$ cat src/rtl/mem_port_arbiter_if.sv
// Requester-side bus of mem_port_arbiter: per-requester request fields, grants and
// the one-hot read response with its shared data bus.
interface mem_port_arbiter_if #(
    parameter int DEPTH = 8,
    parameter int WIDTH = 32,
    parameter int NREQ  = 2
);
    logic [NREQ-1:0]       req_valid;
    logic [NREQ-1:0]       req_we;
    logic [NREQ*DEPTH-1:0] req_addr;
    logic [NREQ*WIDTH-1:0] req_wdata;
    logic [NREQ-1:0]       req_ready;
    logic [NREQ-1:0]       rsp_valid;
    logic [WIDTH-1:0]      rsp_rdata;

    modport master (
        output req_valid, req_we, req_addr, req_wdata,
        input  req_ready, rsp_valid, rsp_rdata
    );

    modport slave (
        input  req_valid, req_we, req_addr, req_wdata,
        output req_ready, rsp_valid, rsp_rdata
    );
endinterface

$ cat src/rtl/mem_port_arbiter.sv
// Round-robin arbiter sharing one simple dual-port memory (1-cycle read, 1 write) among NREQ clients.
// Optional zero-fill sweep FSM enabled by defining MEM_ARB_CLEAR_EN.
module mem_port_arbiter #(
    parameter int DEPTH = 8,
    parameter int WIDTH = 32,
    parameter int NREQ  = 2
) (
    input  logic                 clk,
    input  logic                 rst_n,
    mem_port_arbiter_if.slave    req_if,
    input  logic                 clear_req_i,
    output logic                 busy_o,
    output logic [DEPTH-1:0]     mem_read_addr_o,
    output logic [DEPTH-1:0]     mem_write_addr_o,
    output logic                 mem_we_o,
    output logic [WIDTH-1:0]     mem_wdata_o,
    input  logic [WIDTH-1:0]     mem_rdata_i
);

    localparam int IW = (NREQ > 1) ? $clog2(NREQ) : 1;
    localparam logic [IW-1:0] LAST = IW'(NREQ - 1);

    logic [IW-1:0]    rd_ptr_q, wr_ptr_q;
    logic [IW-1:0]    rd_idx, wr_idx;
    logic             rd_found, wr_found;
    logic             run_en, rd_gnt_en, wr_gnt_en;
    logic [NREQ-1:0]  rd_cand, wr_cand, rd_oh, wr_oh;
    logic [DEPTH-1:0] sweep_addr;

    logic             rsp_vld_q;
    logic [IW-1:0]    rsp_idx_q;
    logic             byp_q;
    logic [WIDTH-1:0] byp_data_q;

`ifdef MEM_ARB_CLEAR_EN
    localparam logic [0:0] ST_RUN   = 1'b0;
    localparam logic [0:0] ST_CLEAR = 1'b1;

    logic [0:0]       state_q, state_d;
    logic [DEPTH-1:0] cnt_q, cnt_d;

    always_comb begin
        state_d = state_q;
        cnt_d   = cnt_q;
        if (state_q == ST_CLEAR) begin
            cnt_d = cnt_q + DEPTH'(1);
            if (&cnt_q) state_d = ST_RUN;
        end else if (clear_req_i) begin
            state_d = ST_CLEAR;
        end
    end

    always_ff @(posedge clk or negedge rst_n) begin
        if (!rst_n) begin
            state_q <= ST_CLEAR;
            cnt_q   <= '0;
        end else begin
            state_q <= state_d;
            cnt_q   <= cnt_d;
        end
    end

    assign busy_o     = (state_q == ST_CLEAR);
    assign sweep_addr = cnt_q;
`else
    logic unused_clear_req;
    assign unused_clear_req = clear_req_i;
    assign busy_o           = 1'b0;
    assign sweep_addr       = '0;
`endif

    // Grants are gated by rst_n so nothing is offered while reset is asserted.
    assign run_en  = rst_n & ~busy_o;
    assign rd_cand = req_if.req_valid & ~req_if.req_we;
    assign wr_cand = req_if.req_valid &  req_if.req_we;

    always_comb begin
        logic [IW:0] rs, ws;
        rd_found = 1'b0;
        wr_found = 1'b0;
        rd_idx   = rd_ptr_q;
        wr_idx   = wr_ptr_q;
        rs       = '0;
        ws       = '0;
        for (int k = 1; k <= NREQ; k++) begin
            rs = {1'b0, rd_ptr_q} + (IW+1)'(k);
            if (rs >= (IW+1)'(NREQ)) rs = rs - (IW+1)'(NREQ);
            ws = {1'b0, wr_ptr_q} + (IW+1)'(k);
            if (ws >= (IW+1)'(NREQ)) ws = ws - (IW+1)'(NREQ);
            if (!rd_found && rd_cand[rs[IW-1:0]]) begin
                rd_found = 1'b1;
                rd_idx   = rs[IW-1:0];
            end
            if (!wr_found && wr_cand[ws[IW-1:0]]) begin
                wr_found = 1'b1;
                wr_idx   = ws[IW-1:0];
            end
        end
    end

    assign rd_gnt_en = run_en & rd_found;
    assign wr_gnt_en = run_en & wr_found;
    assign rd_oh     = rd_gnt_en ? (NREQ'(1) << rd_idx) : '0;
    assign wr_oh     = wr_gnt_en ? (NREQ'(1) << wr_idx) : '0;

    assign req_if.req_ready = rd_oh | wr_oh;
    assign mem_read_addr_o  = rd_gnt_en ? req_if.req_addr[rd_idx*DEPTH +: DEPTH] : '0;

    always_comb begin
        mem_we_o         = 1'b0;
        mem_write_addr_o = '0;
        mem_wdata_o      = '0;
        if (rst_n && busy_o) begin
            mem_we_o         = 1'b1;
            mem_write_addr_o = sweep_addr;
        end else if (wr_gnt_en) begin
            mem_we_o         = 1'b1;
            mem_write_addr_o = req_if.req_addr[wr_idx*DEPTH +: DEPTH];
            mem_wdata_o      = req_if.req_wdata[wr_idx*WIDTH +: WIDTH];
        end
    end

    always_ff @(posedge clk or negedge rst_n) begin
        if (!rst_n) begin
            rd_ptr_q  <= LAST;
            wr_ptr_q  <= LAST;
            rsp_vld_q <= 1'b0;
            byp_q     <= 1'b0;
        end else begin
            if (rd_gnt_en) rd_ptr_q <= rd_idx;
            if (wr_gnt_en) wr_ptr_q <= wr_idx;
            rsp_vld_q <= rd_gnt_en;
            byp_q     <= rd_gnt_en & mem_we_o & (mem_write_addr_o == mem_read_addr_o);
        end
    end

    // Memory returns old data on a same-address collision; forward the written word instead.
    always_ff @(posedge clk) begin
        rsp_idx_q  <= rd_idx;
        byp_data_q <= mem_wdata_o;
    end

    assign req_if.rsp_valid = rsp_vld_q ? (NREQ'(1) << rsp_idx_q) : '0;
    assign req_if.rsp_rdata = byp_q ? byp_data_q : mem_rdata_i;

endmodule
$ cat src/flat_wrapper.sv
// flat-port wrapper written by rule: the top's interface ports become plain ports
module mem_port_arbiter_flat 
#(
    parameter int DEPTH = 8,
    parameter int WIDTH = 32,
    parameter int NREQ  = 2
)
  (clk, rst_n, clear_req_i, busy_o, mem_read_addr_o, mem_write_addr_o, mem_we_o, mem_wdata_o, mem_rdata_i, req_if_req_valid, req_if_req_we, req_if_req_addr, req_if_req_wdata, req_if_req_ready, req_if_rsp_valid, req_if_rsp_rdata);
  mem_port_arbiter_if #(.DEPTH(DEPTH), .WIDTH(WIDTH), .NREQ(NREQ)) req_if_i ();
  input  logic clk;
  input  logic rst_n;
  input  logic clear_req_i;
  output logic busy_o;
  output logic [DEPTH-1:0] mem_read_addr_o;
  output logic [DEPTH-1:0] mem_write_addr_o;
  output logic mem_we_o;
  output logic [WIDTH-1:0] mem_wdata_o;
  input  logic [WIDTH-1:0] mem_rdata_i;
  input wire logic [$bits(req_if_i.req_valid)-1:0] req_if_req_valid;
  input wire logic [$bits(req_if_i.req_we)-1:0] req_if_req_we;
  input wire logic [$bits(req_if_i.req_addr)-1:0] req_if_req_addr;
  input wire logic [$bits(req_if_i.req_wdata)-1:0] req_if_req_wdata;
  output wire logic [$bits(req_if_i.req_ready)-1:0] req_if_req_ready;
  output wire logic [$bits(req_if_i.rsp_valid)-1:0] req_if_rsp_valid;
  output wire logic [$bits(req_if_i.rsp_rdata)-1:0] req_if_rsp_rdata;
  assign req_if_i.req_valid = req_if_req_valid;
  assign req_if_i.req_we = req_if_req_we;
  assign req_if_i.req_addr = req_if_req_addr;
  assign req_if_i.req_wdata = req_if_req_wdata;
  assign req_if_req_ready = req_if_i.req_ready;
  assign req_if_rsp_valid = req_if_i.rsp_valid;
  assign req_if_rsp_rdata = req_if_i.rsp_rdata;
  mem_port_arbiter #(.DEPTH(DEPTH), .WIDTH(WIDTH), .NREQ(NREQ)) u_core (.clk(clk), .rst_n(rst_n), .req_if(req_if_i), .clear_req_i(clear_req_i), .busy_o(busy_o), .mem_read_addr_o(mem_read_addr_o), .mem_write_addr_o(mem_write_addr_o), .mem_we_o(mem_we_o), .mem_wdata_o(mem_wdata_o), .mem_rdata_i(mem_rdata_i));
endmodule
$ cat config.mk
export PLATFORM = sky130hd
export DESIGN_NAME = mem_port_arbiter_flat
export DESIGN_NICKNAME = d
export VERILOG_FILES = /design/src/rtl/mem_port_arbiter_if.sv /design/src/rtl/mem_port_arbiter.sv /design/src/flat_wrapper.sv
export SDC_FILE = /design/constraint.sdc
export NUM_CORES = 1
export LEC_CHECK = 0
export ABC_AREA = 0
export CORE_MARGIN = 3
export CORE_UTILIZATION = 32
export DETAILED_ROUTE_END_ITERATION = 10
export PLACE_DENSITY_LB_ADDON = 0.15
export SLEW_MARGIN = 20
export SYNTH_ARGS = -nofsm -noshare
export SYNTH_HDL_FRONTEND = slang
export SYNTH_SLANG_ARGS = --single-unit
$ cat constraint.sdc
create_clock -name clk -period 5.9 [get_ports clk]
set_input_delay 1.475 -clock clk [delete_from_list [all_inputs] [get_ports clk]]
set_output_delay 1.475 -clock clk [all_outputs]
set_load 0.02 [all_outputs]
* Yosys cells after proc, flatten, opt, wreduce, memory -nomap -nowiden *
Index checks and enable logic that the tools add are counted.

word-level totals
  output and inout port bits = 86
  bits in registers = 37
  bits of input ports = 119
  word-level logic and storage cells = 69

cells by class
  bitwise logic cells = 8
  shifts and indexed selects = 6
  muxes and demuxes = 28
  $lt $le $gt $ge = 8
  equality and inequality tests = 1
  reductions and logical operators = 4
  $add $sub $neg = 8

operators with widths
  operator                                                               number
  32-bit 2-to-1 mux                                                      2
  64-bit by 7-bit indexed part select with 32-bit output                 1
  16-bit by 5-bit indexed part select with 8-bit output                  2
  1-bit 2-to-1 mux                                                       21
  8-bit 2-to-1 mux                                                       2
  8-bit equality test                                                    1
  2-bit greater-or-equal comparator (second input constant)              4
  1-bit by 2-bit < comparator with 1-bit output (second input constant)  4
  2-bit 2-to-1 mux                                                       3
  1-bit by 1-bit left shift with 2-bit output (first input constant)     3
  1-bit by 1-bit adder with 2-bit output (second input constant)         2
  1-bit by 2-bit adder with 2-bit output (second input constant)         2
  1-bit bitwise AND                                                      4
  2-bit bitwise AND                                                      2
  1-bit subtractor (second input constant)                               4
  1-bit logical AND                                                      2
  1-bit zero test                                                        2
  2-bit inverter                                                         1
  2-bit OR                                                               1

* Longest topological paths before layout *
Gate-level depths: netlist of the first run.

  word-level depth = 13
  mapped depth = 8
  gate-level depth less buffers = 6

* Worst setup path after synthesis of the first run *
Ideal clock, no wire load.

  kind = in2out
  start = in rst_n
  end = out mem_wdata_o[16]
  data arrival time = 2788 ps
  stages = 6
  path buffers = 3
  setup slack = 1637 ps
  data required time = 4425 ps
  cells stage by stage = clkbuf_1 nand3_1 nor2_1 buf_2 buf_1 a22o_1

between the ends
  longest elaborated chain between the ends = 2

RTL lines
  element             line                     RTL
  start: declaration  flat_wrapper.sv:11       input logic rst_n;
  1-bit bitwise AND   mem_port_arbiter.sv:102  assign wr_gnt_en = run_en & wr_found;
  32-bit 2-to-1 mux   mem_port_arbiter.sv:116  end else if (wr_gnt_en) begin
  end: declaration    flat_wrapper.sv:17       output logic [WIDTH-1:0] mem_wdata_o;

Every way passes these cells.

* Final worst setup path of the first run *
  start = in rst_n
  end = out mem_wdata_o[24]

The elaborated chain is that of the path after synthesis.

==> results of run 1 <==
-- worst paths after layout --
| path | cells past startpoint | endpoint | startpoint |
|---|---|---|---|
| hold reg to reg | 2 | u_core.wr_ptr_q | u_core.wr_ptr_q |
| min in group asynchronous | 1 | u_core.byp_q | rst_n |
| hold / removal | 2 | u_core.wr_ptr_q | u_core.wr_ptr_q |
| setup reg to reg | 6 | u_core.byp_q | u_core.wr_ptr_q |
| max in group asynchronous | 2 | u_core.rsp_vld_q | rst_n |
| setup / recovery | 6 | mem_wdata_o[24] | rst_n |
-- kinds of logic after synthesis --
group	Yosys count	share of synthesized area [%]
simple gates	44	11.0
flops	37	36.3
buf+inv	20	4.52
compound gates	76	29.7
mux	32	17.1
xor+xnor	3	1.25
other cells	1	0.178
-- flip-flops by register name, summed over array words and instances (netlist names) --
signal	flops
u_core.byp_q	1
u_core.wr_ptr_q	1
u_core.rsp_vld_q	1
u_core.rsp_idx_q	1
u_core.byp_data_q	32
u_core.rd_ptr_q	1
-- metal layers --
layer,track usage (%),up-vias,routed length [um]
met5,0,-,0
met3,6.91,12,748
met4,6.83,0,177
li1,-,1201,-
met1,25.0,1211,3440
met2,40.3,126,4640
-- worst register-to-register path, stage by stage, from the launching register on --
cell and delay [ns]:
dfstp_2 0.58, and3_1 0.27, nor2_1 0.13, a22o_1 0.26, o221a_1 0.27, nor3_2 0.21, o2111a_1 0.21
-- final cells by class --
| class | count | area, sq um |
|---|---|---|
| well taps | 75 | 93.8 |
| clock inverters | 2 | 10.0 |
| inverters | 1 | 3.75 |
| clock buffers | 6 | 72.6 |
| fillers | 512 | 1870 |
| flip-flops and latches | 37 | 763 |
| repair buffers | 208 | 2070 |
| multi-input cells | 156 | 1250 |
-- cells in the final DEF, fill, tap and decap left out, drive strengths merged, types with 6 or more instances in the layout --
master,n
dfxtp,33
mux2,32
o21ai,8
nand2,13
nand3,6
a22o,45
buf,6
clkbuf,6
clkdlybuf4s50,202
nor2b,6
-- power by group --
part | switching [mW] | leakage, nW | internal [mW] | total (mW)
logic | 0.108 | 1.26 | 0.154 | 0.263
clock network | 0.0915 | 0.0450 | 0.0819 | 0.173
registers | 0.0102 | 0.319 | 0.269 | 0.280
-- metrics by stage --
stage	instances	cell area [sq um]	utilization [%]	total power [mW]
floorplan	213	2100	-	0.391
global placement	477	4180	68.2	0.544
detailed placement	477	4180	68.2	0.547
CTS	485	4260	69.6	0.721
global route	485	4260	69.6	0.750
finish	485	4260	69.6	0.716
==> results.md, run 1 <==
Detailed routing:
- The count of nets left with antenna violations once routing finished came out at 0.
- The final layout contains routed wiring with a total length of 9.00 mm.
- The number of vias in the routed layout is 2550.
- After detailed routing, the number of remaining DRC violations is 0.
- The first detailed-routing pass ran for 4 iterations.
- The detailed router finished its first iteration with 71 violations.
- The average wire length per cell after detail routing is 18.6 um.
- Dividing the detail-routed via count by the number of cells gives 5.26.

Pwr:
- For this design the static power due to leakage is 1.62 nW.
- The worst voltage drop across the vdd grid is 0.102 mV.
- Dividing total power by cell area gives a power density of 168 nW/um^2.

Timing:
- Summed over all failing endpoints, the final setup total negative slack is 0 ns.
- Setup violations remaining at the end of the flow were counted as 0.
- The hold violation total from the final report is 0.
- Subtracting the final worst setup slack from the clock period gives 5.21 ns.
- The number of slew-limit violations in the final report is 0.
- At the pin with the least slew margin, the transition time is 0.805 ns.
- Setup repair after global routing left no endpoint under its margin.
- The maximum operating frequency is 0.192 GHz.
- The relative slew slack is 46.3%.
- Hold timing on the final database bottoms out at a slack of 0.532 ns.
- The setup clock skew after layout is 0.00485 ns.
- In the finished design, the share of the clock period the worst path needs comes to 88.3%.
- Across all setup checks in the final design, the least slack found is 0.688 ns.

Floorplan:
- The die covers 7590 sq um.
- The core region is 6130 sq um.
- The floorplan step set the die height to 87.1 um.
- The initial cell density of the core is 34.3%.
- The site row count is 28.
- The die is 87.1 um wide.
- During I/O placement, the number of pins put on the boundary was 205.

Logic synthesis:
- The count of unique library cells instantiated by Yosys is 43.
- By count the netlist is led by 44 x a22o_1, 33 x dfxtp_1, 32 x mux2_2.
- The register bit count reported by yosys is 37.
- The most used flip-flop cell after synthesis is dfxtp_1.
- Counting flops with a built-in enable in the synthesized netlist gives 0.
- Of the synthesized area, sequential elements account for 36.3%.
- The most instantiated library cell after synthesis is a22o_1.
- The average cell area after synthesis is 9.88 sq um.
- The post-synthesis instance area is 2100 sq um.
- dfxtp_1 takes more of the synthesized area than any other cell.
- The number of nets in the synthesized netlist is 332.
- In the post-synthesis netlist, the biggest area contributors are dfxtp_1 31%, a22o_1 18%, mux2_2 17%, dfstp_2 2.5%, dfrtp_1 2.4%.
- The number of instances in the synthesized netlist is 213.
- The proportion of netlist area held by the largest area contributor is 31.4%.
- The Yosys step of the flow raised 0 warnings.
- Of all flip-flops after synthesis, the portion carrying an async set or reset was 10.8%.

Placement:
- Buffers placed on the I/O ports in this run total 202.
- The congestion estimate from routability-driven global placement came to 0.841.
- OpenSTA, run right after detailed placement, puts the worst setup slack at 0.686 ns.
- The half-perimeter wire length of the detailed placement result is 7.14 mm.

Layout:
- The post-route netlist has 13.4% of its cells at a drive strength greater than 1.
- The number of nets in the layout is 528.
- The number of antenna diodes is 0.
- The layout overhead on the synthesized area is 103%.

Worst setup path:
- STA classifies the critical path endpoint as an output port.
- On the critical path, the stage with the largest delay is an instance of clkdlybuf4s50_1.
- The cell class contributing the biggest share of worst-path delay is buffers and inverters.
- The worst setup path is launched from an input pin.
- The largest stage delay on the critical path is 0.72 ns.
- The critical path arrival is 3.74 ns.
- In this design, the critical path's most frequently occurring cell is clkdlybuf4s50_1.
- The critical path goes through clkdlybuf4s50_1 -> nand3_1 -> o21ba_2 -> buf_4 -> a22o_1 -> clkdlybuf4s50_1.
- The critical path class is in2out.
- The worst endpoint required time is 4.43 ns.
- The number of buffers and inverters on the critical path is 3.
- In this run the worst path has a maximum fanout of 20.
- The slack of the worst reg-to-reg path is 3.92 ns.

Global routing:
- The global routing usage summed across all routing layers is 22.3%.
- The initial antenna violation count is 0.
- Global routing finished with a remaining overflow of 0.
- The first global-routing pass estimated 13.1 mm of wire.
- The via count of the first global-routing pass is 2479.
- The maximum number of pins on one net before global-route repair is 21.

Clock tree:
- The tree built by TritonCTS fans out to 37 sinks.
- In this run the deepest clock path goes through 2 buffers.
- The number of gates resized after CTS is 0.
- The number of buffers inserted by hold repair at cts is 0.
- After clock tree synthesis, the clock-pin slew on the worst setup and hold paths is 0.07 ns.
- The clock latency on the worst-skew pair is 0.29 ns.
- The TritonCTS buffer count is 5.
- The root buffer cell chosen for the clock tree is clkbuf_8.
- The count of buffers added by post-CTS timing repair for setup is 0.
- The maximum level of the CTS H-tree is 2.
- TritonCTS built the clock tree.

Outcome:
- The flow ran to the end, and the final reports show no timing, DRC or antenna violations.

Job:
- The number of maximum-capacitance violations is 0.

Hold path:
- The class of the tightest hold or removal check is reg2reg.
Power figures use the tool's default switching activity.
==> run 2, diff against run 1 <==
Settings changed: CORE_UTILIZATION 32 to 35, DONT_BUFFER_PORTS set to 1.
Clock period 5.9 ns to 6.02 ns, I/O delays scaled along.
==> run 2 against run 1 <==
Against the previous run:
- setup slack improved by 0.98 ns
- utilization down 31 points
- first-iteration DRC count decreased by 32%
- register-to-register slack is essentially flat
- final cell count is 44% lower
- die area is 8.0% lower
- clock power decreased by 10%
- count of clock-buffer cells in the layout stayed put
- hold slack improved by 0.0044 ns
- sequential share of layout area increased by 17 points
- largest power group unchanged
==> results.md, run 2 (synthesis gave the netlist of run 1 again) <==
Clock tree:
- The maximum clock path buffer count is 2 (unchanged).
- The clock latency on the worst-skew pair came to 0.28 ns (about the same).
- The TritonCTS buffer count was 5 (unchanged).
- The clock input transition at the sequential cells of the worst setup and hold paths is 0.06 ns (about the same).
- The CTS sink count came to 37 (unchanged).
- Clock tree synthesis selected as its root buffer the cell clkbuf_8.
- The number of buffers inserted by hold repair at cts is 0 (unchanged).
- The count of buffers added by post-CTS timing repair for setup is 0 (unchanged).
- The maximum level of the CTS H-tree was 2 (unchanged).
- The number of gates resized after CTS is 0 (unchanged).
- TritonCTS built the clock tree.

Global routing:
- The global routing usage summed across all routing layers is 17.0% (-5.4 points).
- The maximum number of pins on one net before global-route repair was 40 (+90%).
- The via count of the first global-routing pass is 1743 (-30%).
- The global-route wire length before repair was 9.59 mm (-27%).
- The overflow left after global routing came to 0 (unchanged).
- The initial antenna violation count is 0 (unchanged).
- The global-route met3 utilization is 5.63% (-1.3 points).
- The met1 track demand over resource in global routing is 18.8% (-6.1 points).
- The met2 routing resource usage after global routing is 30.7% (-9.6 points).
- The layer with the highest usage is met2.

Layout:
- The share of the core filled with cells came to 38.7% (-31 points).
- The number of nets in the layout was 321 (-39%).
- The post-route cell area came to 2200 sq um (-49%).
- The area occupied by multi-input gates is 1250 sq um (unchanged).
- The number of antenna diodes is 0 (unchanged).
- The flip-flop count of the largest register after layout is 32 (unchanged).
- The non-filler instance count after layout was 274 (-44%).
- The layout overhead on the synthesized area is 4.34%.
- Ranked by flip-flop count, first place goes to u_core.byp_data_q.
- The share of final-layout standard cells stronger than drive strength 1 is 24.3% (+11 points).
- The library cells used most frequently in the layout, excluding fill and tap cells, are 44 x a22o_1, 33 x dfxtp_1, 32 x mux2_2.
- The sequential standard cell area came to 763 sq um (unchanged).
- The number of filler instances in the final layout is 574 (+12%).
- Leaving out fill and tap cells, the most frequent cell in the layout is a22o_1.

Worst setup path:
- The cell class contributing the biggest share of worst-path delay is simple AND/OR/NAND/NOR gates.
- Walking the worst path, the cells encountered are and3_1 -> nor2_4 -> a22o_1.
- The number of buffers and inverters on the critical path is 0 (-3).
- The critical path arrival was 2.85 ns (-0.89 ns).
- The slowest cell on the critical path is nor2_4.
- The critical path is of the in2out type.
- The worst endpoint required time is 4.51 ns (+0.08 ns).
- The element type at the critical path end is an output port.
- The highest net fanout along the worst path is 39 (+95%).
- The largest stage delay on the critical path came to 0.73 ns (about the same).
- The worst setup path is launched from an input pin.

Detailed routing:
- The count of routing violations after the opening detailed-route iteration is 48 (-32%).
- The average wire length per cell after detail routing is 23.3 um (+25%).
- The number of routed nets with antenna violations is 0 (unchanged).
- The detailed-route vias per instance is 6.33 (+20%).
- The final wirelength is 6.37 mm (-29%).
- The DRC violation count after routing is 0 (unchanged).
- The first-pass detailed-route iteration total is 4 (unchanged).
- The number of vias in the routed layout is 1734 (-32%).

Timing:
- The final critical path takes up 72.4% of the cycle.
- The worst-case hold slack is 0.537 ns (+0.00444 ns).
- The relative slew slack is 39.1% (-7.2 points).
- The clock period minus worst slack is 4.36 ns.
- The worst path setup slack after routing is 1.66 ns (+0.976 ns).
- The hold violation total from the final report is 0 (unchanged).
- The count of endpoints failing setup in the final report is 0 (unchanged).
- The actual transition at the worst max-transition pin was 0.911 ns (+0.105 ns).
- The setup total negative slack is 0 ns (unchanged).
- Setup repair after global routing left no endpoint under its margin.
- The setup clock skew after layout is 0.00479 ns (-0.0000650 ns).
- The number of slew-limit violations in the final report was 0 (unchanged).
- The maximum operating frequency is 0.230 GHz.

Floorplan:
- The site row count is 27 (-3.6%).
- The die height came to 83.5 um (-4.1%).
- The floorplan core area is 5680 sq um (-7.4%).
- The number of top-level pins came to 205 (unchanged).
- The initial cell density of the core was 37.1% (+2.8 points).
- The overall die width came to 83.5 um (-4.1%).
- The overall die area was 6980 sq um (-8.0%).

Pwr:
- The overall power after layout was 0.545 mW (-24%).
- The worst voltage drop across the vdd grid is 0.0929 mV (-9.1%).
- The static leakage power is 0.822 nW (-49%).
- The power density relative to cell area is 248 nW/um^2 (+48%).

Placement:
- The worst-case setup slack after placement is 1.65 ns (+0.968 ns).
- The quantity of I/O buffers inserted on ports is 0 (-100%).
- The half-perimeter wire length of the detailed placement result was 4.97 mm (-30%).
- The final weighted congestion in routability-driven placement is 0.871 (+3.6%).
- The number of cells after detailed placement is 267 (-44%).
- The post-detailed-placement cell area was 2120 sq um (-49%).

Outcome:
- The flow ran to the end, and the final reports show no timing, DRC or antenna violations.

Hold path:
- The class of the tightest hold or removal check is reg2reg.

Job:
- The number of maximum-capacitance violations is 0 (unchanged).
==> run 2: cell count changes in the layout (fill, tap and decap cells not counted) <==
| cell | before | now |
|---|---|---|
| buf_4 | 6 | 1 |
| clkdlybuf4s50_1 | 202 | 0 |
| clkinv_2 | 2 | 1 |
==> run 2: final timing paths <==
kind / to / slack (ns) / depth (start not counted) / from
worst max-delay path: mem_wdata_o[12] / 1.66 / 3 / req_if_req_we[0]
worst min-delay path: u_core.wr_ptr_q / 0.54 / 2 / u_core.wr_ptr_q
worst max register to register: u_core.byp_q / 3.91 / 6 / u_core.wr_ptr_q
worst min register to register: u_core.wr_ptr_q / 0.54 / 2 / u_core.wr_ptr_q
max in group asynchronous: u_core.rd_ptr_q / 4.92 / 0 / rst_n
min in group asynchronous: u_core.byp_q / 0.92 / 0 / rst_n
==> run 2: tightest hold or removal path, cell delays in order (launching register included) <==
cell and delay [ns]:
dfstp_2 0.40, nand2_1 0.06, o21ai_0 0.07
==> run 2: where the power goes <==
part	total, mW	leakage, nW	switching [mW]	internal (mW)
registers	0.274	0.319	0.00997	0.264
logic	0.115	0.462	0.0786	0.0368
clock network	0.155	0.0410	0.0767	0.0786
==> run 2: final cells by class <==
type	instances	area share, %
multi-input cells	156	57.1
flip-flops and latches	37	34.8
well taps	72	4.10
clock buffers	6	3.30
repair buffers	1	0.342
clock inverters	1	0.228
inverters	1	0.171
==> run 2: layer usage <==
metal / up-vias / part of all wire, %
li1: 788 / -
met1: 838 / 37
met2: 106 / 54
met3: 2 / 8.6
met4: 0 / 0.53
met5: - / 0
